==> config.mk <==
export PLATFORM = sky130hd
export DESIGN_NAME = prog_clk_div
export DESIGN_NICKNAME = d
export VERILOG_FILES = /design/src/rtl/prog_clk_div.sv
export SDC_FILE = /design/constraint.sdc
export NUM_CORES = 1
export LEC_CHECK = 0
export ABC_AREA = 1
export BUFFER_PORTS_ARGS = -buffer_cell sky130_fd_sc_hd__buf_2
export CORE_ASPECT_RATIO = 0.75
export CORE_MARGIN = 2
export CORE_UTILIZATION = 57
export DETAILED_ROUTE_END_ITERATION = 8
export PLACE_DENSITY_LB_ADDON = 0.12
export SYNTH_ARGS = -nofsm -noshare
export SYNTH_HDL_FRONTEND = slang
export SYNTH_SLANG_ARGS = --single-unit
==> constraint.sdc <==
create_clock -name CLK -period 8.05 [get_ports CLK]
set_clock_uncertainty 0.2 [all_clocks]
set_input_delay 0.4025 -clock CLK [delete_from_list [all_inputs] [get_ports CLK]]
set_output_delay 0.4025 -clock CLK [all_outputs]
set_load 0.02 [all_outputs]
==> src/rtl/prog_clk_div.sv <==
// Multi-channel programmable clock-enable generator: per-channel period/high-time
// with shadowed config that is applied only at period boundaries.
module prog_clk_div #(
    parameter int          NUM_CH  = 2,
    parameter int          CNT_W   = 26,
    parameter int unsigned DEF_DIV = 2**26 - 1,
    parameter int unsigned DEF_HI  = 2**25,
    localparam int         CH_W    = (NUM_CH > 1) ? $clog2(NUM_CH) : 1
) (
    input  logic              CLK,
    input  logic              rst_n,
    input  logic [NUM_CH-1:0] en,
    input  logic              cfg_we,
    input  logic [CH_W-1:0]   cfg_ch,
    input  logic [CNT_W-1:0]  cfg_div,
    input  logic [CNT_W-1:0]  cfg_hi,
    output logic [NUM_CH-1:0] cfg_busy,
    output logic [NUM_CH-1:0] CLK_out,
    output logic [NUM_CH-1:0] tick
);

    typedef enum logic {
        ST_STOP = 1'b0,
        ST_RUN  = 1'b1
    } state_t;

    for (genvar i = 0; i < NUM_CH; i++) begin : g_ch
        state_t           state_q, state_d;
        logic [CNT_W-1:0] phase_q, phase_d;
        logic [CNT_W-1:0] div_q, div_d;
        logic [CNT_W-1:0] hi_q, hi_d;
        logic [CNT_W-1:0] sdiv_q, sdiv_d;
        logic [CNT_W-1:0] shi_q, shi_d;
        logic             busy_q, busy_d;
        logic             clk_q, clk_d;
        logic             tick_q, tick_d;
        logic             wr_hit;
        logic             wrap;

        // Out-of-range channel numbers never match any generated index.
        assign wr_hit = cfg_we && (int'(cfg_ch) == i);
        assign wrap   = (phase_q == div_q);

        always_comb begin
            state_d = state_q;
            phase_d = phase_q;
            div_d   = div_q;
            hi_d    = hi_q;
            sdiv_d  = sdiv_q;
            shi_d   = shi_q;
            busy_d  = busy_q;

            case (state_q)
                ST_STOP: begin
                    // A direct write while stopped supersedes anything still pending.
                    if (wr_hit) begin
                        div_d  = cfg_div;
                        hi_d   = cfg_hi;
                        busy_d = 1'b0;
                    end else if (en[i] && busy_q) begin
                        div_d  = sdiv_q;
                        hi_d   = shi_q;
                        busy_d = 1'b0;
                    end
                    if (en[i]) begin
                        state_d = ST_RUN;
                        phase_d = '0;
                    end
                end
                ST_RUN: begin
                    if (!en[i]) begin
                        state_d = ST_STOP;
                    end else if (wrap) begin
                        phase_d = '0;
                        if (busy_q) begin
                            div_d  = sdiv_q;
                            hi_d   = shi_q;
                            busy_d = 1'b0;
                        end
                    end else begin
                        phase_d = phase_q + CNT_W'(1);
                    end
                    // Applied above from the old shadow; a same-edge write re-arms it.
                    if (wr_hit) begin
                        sdiv_d = cfg_div;
                        shi_d  = cfg_hi;
                        busy_d = 1'b1;
                    end
                end
                default: state_d = ST_STOP;
            endcase

            clk_d  = (state_d == ST_RUN) && (phase_d < hi_d);
            tick_d = (state_d == ST_RUN) && (phase_d == '0);
        end

        always_ff @(posedge CLK or negedge rst_n) begin
            if (!rst_n) begin
                state_q <= ST_STOP;
                phase_q <= '0;
                div_q   <= CNT_W'(DEF_DIV);
                hi_q    <= CNT_W'(DEF_HI);
                sdiv_q  <= '0;
                shi_q   <= '0;
                busy_q  <= 1'b0;
                clk_q   <= 1'b0;
                tick_q  <= 1'b0;
            end else begin
                state_q <= state_d;
                phase_q <= phase_d;
                div_q   <= div_d;
                hi_q    <= hi_d;
                sdiv_q  <= sdiv_d;
                shi_q   <= shi_d;
                busy_q  <= busy_d;
                clk_q   <= clk_d;
                tick_q  <= tick_d;
            end
        end

        assign cfg_busy[i] = busy_q;
        assign CLK_out[i]  = clk_q;
        assign tick[i]     = tick_q;
    end

endmodule
==> metrics.cfg, run 1 <==
[synthesis]
ys_seq_area_share_pct=44.7
synth_nets=2075
yosysTopAreaCell=dfrtp_1
synth_most_common_cell=nand2_1
async_flop_share_pct=100
yosys_warnings=0
synth_seq_cells=268
synth.avg_cell_area_um2=7.70
ys_types=48
yosys-top-cells-area=dfrtp_1 35%, nand2_1 13%, dfstp_2 9.4%, o21ai_0 7.2%, inv_1 5.8%
synth_top_area_share_pct=35.4
yosys-top-cells-count=527 x nand2_1, 234 x inv_1, 217 x o21ai_0
synthFlopType=dfrtp_1
synth-edff-count=0
syn_inst=1966
syn_area_mm2=0.0151

[floorplanning]
core_mm2=0.0260
dieHeight_um=145
std_cell_rows=51
die-area_mm2=0.0279
ios=64
die_width_um=192
start_util_pct=58.2

[critical_path]
critPathLaunchType=flop
cp_num_buf_inv=1
reg2reg_depth=20
slowest_delay_ns=0.84
rrSetupSlack_ns=3.14
crit_top_cell=nand2_1
critPathKind=reg -> reg
critPathArrivalTime_ns=5.19
worst_setup_path_end_kind=flop
crit_fanout=30
r2r_end=g_ch[0].clk_q$_DFF_PN0_
r2r-start=g_ch[0].div_q[4]$_DFFE_PN1P_
worstPathRequired_ns=8.32
cp_top_family=simple AND/OR/NAND/NOR gates
worstPathCellList=inv_1 -> nand2_1 -> nand2_1 -> nor2_1 -> nand2_1 -> nor2_1 -> nand2_1 -> nor2_4 -> nand2_1 -> o21ai_0 -> o221ai_1 -> ha_1 -> a21oi_1 -> o21a_1 -> o21ai_0 -> nand2_1 -> a21oi_1 -> a2111oi_0 -> o211ai_1 -> a21oi_1
critPathSlowestCell=nand2_1

[global_route]
grt_pass1_wl_mm=70.8
grt_start_max_net_pins=142
overflow=0
antenna_found_initial=1
grt_pass1_vias=13000
track_usage_pct=32.4

[placed_design]
dpl_cell_area_mm2=0.0156
dpl.hpwl_mm=32.0
gp_congestion=0.945
numPortBuffers=63

[final_layout]
seqCellArea_mm2=0.00677
antenna_cells=0
fin_nets=2129
stdcell_area_mm2=0.0171
fill_cells=2219
drive_above_1_share_pct=11.5
utilization_pct=65.6
areaGrowthSynthToFinish_pct=12.7
multi_input_area_mm2=0.00698

[cts]
root_buffer=clkbuf_16
cts_buffer_depth=3
htreeDepth=1
cts_inserted_buffers=28
clkTransAtPathRegs_ns=0.06
cts_tree=yes
insertion_delay_ns=0.55
cts.sinks=268

[sta]
rsz0062_at_grt=no
holdWs_ns=0.0221
finalHoldViolations=0
max_slew_margin_pct=26.7
timing.fmax_mhz=203
slew_violations=0
fin_crit_sh_pct=61.0
final.min_clock_period_ns=4.91
tns_ns=0
setup_viol=0
worstMarginPinSlew_ns=1.10

[drt]
via_per_inst=5.79
ant_nets=0
drtPass1Iterations=6
first_iter_violations=1555
drc=0
totalWireLength_mm=45.1
wl_per_cell_um=18.9
via_count=13800

[job]
cap_violations=0

[outcome]
status=finished, final reports clean

[power]
p_total_mw=3.96
max-vdd-ir-drop_mv=0.185
power_leakage_nw=8.20
powerDensity_mw_per_mm2=232

[min_path]
whs_endpoint=g_ch[0].shi_q[20]$_DFFE_PN0P_
hold_path_class=in -> reg
min-delay-start=cfg_hi[20]
holdPathStages=3

==> routing by layer <==
layer	up-vias	wire (um)	share of wire [%]	track usage [%]
li1	6587	-	-	-
met4	2	1350	3.0	9.08
met5	-	13	0.029	0
met3	92	3760	8.3	6.31
met2	557	19500	43	47.9
met1	6576	20500	45	48.3
==> through the flow <==
stage	worst slack (ns)	std cells
3_3_place_gp	3.52	2295
3_5_place_dp	3.31	2295
4_1_cts	3.28	2386
5_1_grt	2.75	2386
6_report	3.14	2386
2_1_floorplan	4.88	1966
==> worst reg2reg max path, cell delays in order, from the launching register on <==
cell	delay (ns)
dfstp_2	0.53
inv_1	0.05
nand2_1	0.05
nand2_1	0.09
nor2_1	0.13
nand2_1	0.07
nor2_1	0.09
nand2_1	0.09
nor2_4	0.58
nand2_1	0.86
o21ai_0	0.44
o221ai_1	0.20
ha_1	0.34
a21oi_1	0.15
o21a_1	0.13
o21ai_0	0.08
nand2_1	0.06
a21oi_1	0.05
a2111oi_0	0.37
o211ai_1	0.13
a21oi_1	0.15
==> cells by family after synthesis <==
group / synth area share, %
simple gates: 21.9
compound gates: 17.1
buf+inv: 9.27
flops: 44.7
fa+ha+maj: 4.21
xor+xnor: 2.72
==> layout by cell type (no fill, tap or decap), drive strengths merged, types with 24 or more instances in the layout <==
master / instances
dlygate4sd3: 39
o211ai: 40
xor2: 36
inv: 251
nand2: 533
a31oi: 64
dfrtp: 214
a21oi: 76
clkbuf: 40
buf: 84
o21ai: 231
dfstp: 54
nor2: 107
nand4: 24
nand3: 84
nor3: 27
ha: 51
==> power breakdown <==
group	internal [mW]	total (mW)	switching [mW]
Sequential	1.61	1.76	0.150
Clock	0.920	1.47	0.554
Combinational	0.265	0.726	0.462
Total	2.80	3.96	1.17
==> cell type report <==
cell class              instances  area share [%]
multi-input cells            1345            40.9
well taps                     344            2.52
clock inverters                12            1.39
flip-flops and latches        268            39.7
inverters                     254            5.58
repair buffers                123            5.19
clock buffers                  40            4.73
==> repair_timing <==
| action | in CTS | in global routing |
|---|---|---|
| gates resized for setup | 0 | 0 |
| setup endpoints to repair | 0 | 0 |
| hold buffers | 39 | 0 |
| setup buffers | 0 | 0 |
| hold endpoints to repair | 173 | 0 |
==> registers in the layout, indices dropped and copies added (netlist names) <==
signal,cells
g_ch.busy_q,2
g_ch.clk_q,2
g_ch.tick_q,2
g_ch.state_q,2
g_ch.div_q,52
g_ch.phase_q,52
g_ch.sdiv_q,52
g_ch.hi_q,52
g_ch.shi_q,52
==> how the worst max path moves through the flow <==
stage | slack [ns] | cells after the start | from | end
finish | 3.14 | 20 | g_ch[0].div_q[4]$_DFFE_PN1P_ | g_ch[0].clk_q$_DFF_PN0_
detailed placement | 3.31 | 20 | g_ch[0].div_q[4]$_DFFE_PN1P_ | g_ch[0].clk_q$_DFF_PN0_
global placement | 3.52 | 19 | g_ch[0].phase_q[19]$_DFF_PN0_ | g_ch[0].clk_q$_DFF_PN0_
floorplan | 4.88 | 21 | g_ch[0].div_q[2]$_DFFE_PN1P_ | g_ch[0].clk_q$_DFF_PN0_
global route | 2.75 | 19 | g_ch[0].phase_q[19]$_DFF_PN0_ | g_ch[0].clk_q$_DFF_PN0_
CTS | 3.28 | 20 | g_ch[0].div_q[21]$_DFFE_PN1P_ | g_ch[0].clk_q$_DFF_PN0_
Note: power is estimated with default switching activity, not from simulation.
==> inputs of run 2 (changes only) <==
--- a/config.mk
+++ b/config.mk
@@ -5,7 +5,7 @@
 export SDC_FILE = /design/constraint.sdc
 export NUM_CORES = 1
 export LEC_CHECK = 0
-export ABC_AREA = 1
+export ABC_AREA = 0
 export BUFFER_PORTS_ARGS = -buffer_cell sky130_fd_sc_hd__buf_2
 export CORE_ASPECT_RATIO = 0.75
 export CORE_MARGIN = 2
==> constraint.sdc (replaced) <==
create_clock -name CLK -period 4.62 [get_ports CLK]
set_clock_uncertainty 0.2 [all_clocks]
set_input_delay 0.231 -clock CLK [delete_from_list [all_inputs] [get_ports CLK]]
set_output_delay 0.231 -clock CLK [all_outputs]
set_load 0.02 [all_outputs]
==> metrics.cfg, run 2 <==
[sta]
final.min_clock_period_ns=4.29
setup_viol=0
slew_violations=0
max_slew_margin_pct=21.3
timing.fmax_mhz=233
fin_crit_sh_pct=92.8
tns_ns=0
worstMarginPinSlew_ns=1.18
rsz0062_at_grt=no
finalHoldViolations=0

[synthesis]
ys_seq_area_share_pct=43.6
yosys-top-cells-count=214 x dfrtp_1, 157 x nand2_1, 126 x a21oi_1
syn_inst=1557
synth-edff-count=0
synth.avg_cell_area_um2=9.97
ys_types=78
synthFlopType=dfrtp_1
synth_nets=1666
syn_area_mm2=0.0155
yosys_warnings=0
yosys-top-cells-area=dfrtp_1 34%, dfstp_2 9.1%, mux2_2 7.6%, mux2i_1 6.8%, ha_1 4.1%
async_flop_share_pct=100
synth_most_common_cell=dfrtp_1
yosysTopAreaCell=dfrtp_1
synth_top_area_share_pct=34.5
synth_seq_cells=268

[power]
p_clk_share_pct=32.8
power_switching_mw=2.01
powerDensity_mw_per_mm2=381
p_int_mw=4.68
p_seq_share_pct=46.8
power_leakage_nw=7.79
max-vdd-ir-drop_mv=0.282
p_comb_share_pct=20.5
switching_share_pct=30.1

[cts]
htreeDepth=1
root_buffer=clkbuf_16
cts.sinks=268
insertion_delay_ns=0.56
cts_tree=yes
clkTransAtPathRegs_ns=0.06
cts_inserted_buffers=27
cts_buffer_depth=3

[floorplanning]
die-area_mm2=0.0286
dieHeight_um=147
ios=64
std_cell_rows=52
core_mm2=0.0269
die_width_um=195
start_util_pct=57.8

[placed_design]
dpl.hpwl_mm=29.7
numPortBuffers=63
gp_congestion=0.949
dpl_cell_area_mm2=0.0161

[critical_path]
worstPathRequired_ns=4.87
critPathKind=reg -> reg
crit_fanout=7
crit_start=g_ch[1].phase_q[4]$_DFF_PN0_
cp.depth=17
r2r_end=g_ch[1].clk_q$_DFF_PN0_
worstPathCellList=xnor2_2 -> nand4_1 -> nor4_4 -> and4_1 -> buf_4 -> mux2i_1 -> a21oi_1 -> inv_1 -> ha_1 -> a21o_1 -> a21o_1 -> a21oi_1 -> o21ai_0 -> o21bai_1 -> a21oi_1 -> o21bai_1 -> a31oi_1
cp_top_family=compound AO/OA/AOI/OAI gates
cp_num_buf_inv=2
r2r-start=g_ch[1].phase_q[4]$_DFF_PN0_
slowest_delay_ns=0.58
crit_end=g_ch[1].clk_q$_DFF_PN0_
critPathArrivalTime_ns=4.53
critPathLaunchType=flop
rrSetupSlack_ns=0.33
crit_top_cell=a21oi_1
worst_setup_path_end_kind=flop
critPathSlowestCell=dfrtp_1
reg2reg_depth=17

[global_route]
grt_pass1_vias=12100
overflow=0
grt_pass1_wl_mm=68.2
grt_start_max_net_pins=109
track_usage_pct=30.3
antenna_found_initial=1

[final_layout]
antenna_cells=0
areaGrowthSynthToFinish_pct=13.1
drive_above_1_share_pct=21.3
layout_common_cells=212 x dfrtp_1, 155 x nand2_1, 126 x a21oi_1
stdcell_area_mm2=0.0176
final_common_cell=dfrtp_1
fill_cells=2179
fin_nets=1747

[min_path]
min-delay-start=cfg_we
hold_path_class=in -> reg

[drt]
via_per_inst=6.14
via_count=12300
ant_nets=0
drc=0
drtPass1Iterations=5
first_iter_violations=983
wl_per_cell_um=21.0
totalWireLength_mm=42.3

[job]
cap_violations=0

[outcome]
status=finished, final reports clean

## run 2: changes by cell type in the layout (fill, tap and decap cells not counted), sizes merged, moves of 35 or more
| cell | change |
|---|---|
| o21ai | -147 |
| a21oi | +50 |
| o211ai | -37 |
| a31oi | -55 |
| nand2 | -374 |
| xnor2 | +35 |
| inv | -184 |
| mux2 | +105 |
| a211oi | +53 |
| nor2 | -56 |
| mux2i | +106 |
## run 2: what timing repair did
action,CTS,global route
endpoints found under the setup margin,0,1
resized for setup,0,0
setup buffers,0,1
hold buffers,56,0
hold endpoints to repair,281,0
## run 2: worst min-delay path by stage
stage / cells after the start / to
after detailed placement: 1 / g_ch[1].phase_q[11]$_DFF_PN0_
final: 4 / g_ch[0].busy_q$_DFFE_PN0P_
after CTS: 4 / g_ch[0].busy_q$_DFFE_PN0P_
after floorplan: 0 / g_ch[0].busy_q$_DFFE_PN0P_
after global routing: 4 / g_ch[0].busy_q$_DFFE_PN0P_
after global placement: 1 / g_ch[1].phase_q[5]$_DFF_PN0_
## run 2: per-stage QoR
| step | total power, mW | utilization (%) | setup slack, ns | hold WS (ns) | instances |
|---|---|---|---|---|---|
| floorplan | 4.04 | - | 0.779 | -0.265 | 1557 |
| CTS | 6.73 | 65.3 | 0.253 | 0.00502 | 2009 |
| finish | 6.69 | 65.3 | 0.332 | 0.0269 | 2010 |
| global placement | 4.43 | 60.0 | 0.378 | 0.159 | 1903 |
| global route | 7.04 | 65.3 | 0.0309 | 0.0368 | 2010 |
| detailed placement | 4.49 | 60.0 | 0.287 | 0.162 | 1903 |
## run 2: power by group through the flow
stage	Combinational (mW)	Clock, mW	Sequential [mW]
5_1_grt	1.53	2.33	3.18
2_1_floorplan	0.959	0	3.08
3_5_place_dp	1.32	0	3.17
3_3_place_gp	1.28	0	3.15
6_report	1.37	2.19	3.13
4_1_cts	1.37	2.24	3.13
## run 2: layout make-up
cell class | instances | area, um2 | share of cell area [%]
sequential | 268 | 6780 | 38.6
inverter | 66 | 248 | 1.41
timing repair buffer | 164 | 1270 | 7.25
clock inverter | 17 | 125 | 0.713
tap | 351 | 439 | 2.50
multi-input combinational | 1111 | 7950 | 45.3
clock buffer | 33 | 749 | 4.27
## run 2: logic make-up after synthesis
logic type / count (synthesis) / share of synthesized area (%)
DFF: 268 / 43.6
muxes: 211 / 14.4
and+or+nand+nor: 408 / 13.3
xor gates and xnor gates: 77 / 4.39
buffers and inverters: 178 / 5.43
AOI/OAI and AO/OA: 364 / 14.7
adders and majority gates: 51 / 4.11
## run 2: worst register-to-register path, stage by stage (launching register included)
cell	delay (ns)
dfrtp_1	0.58
xnor2_2	0.15
nand4_1	0.15
nor4_4	0.47
and4_1	0.53
buf_4	0.26
mux2i_1	0.08
a21oi_1	0.20
inv_1	0.10
ha_1	0.29
a21o_1	0.16
a21o_1	0.17
a21oi_1	0.13
o21ai_0	0.12
o21bai_1	0.17
a21oi_1	0.16
o21bai_1	0.08
a31oi_1	0.19
## run 2: metal layers
| metal | track usage [%] | up-vias | part of all wire, % |
|---|---|---|---|
| met1 | 45.2 | 6107 | 47 |
| met3 | 5.17 | 75 | 6.2 |
| met4 | 8.04 | 0 | 2.6 |
| met2 | 45.9 | 368 | 44 |
| met5 | 0 | - | 0 |
| li1 | - | 5782 | - |
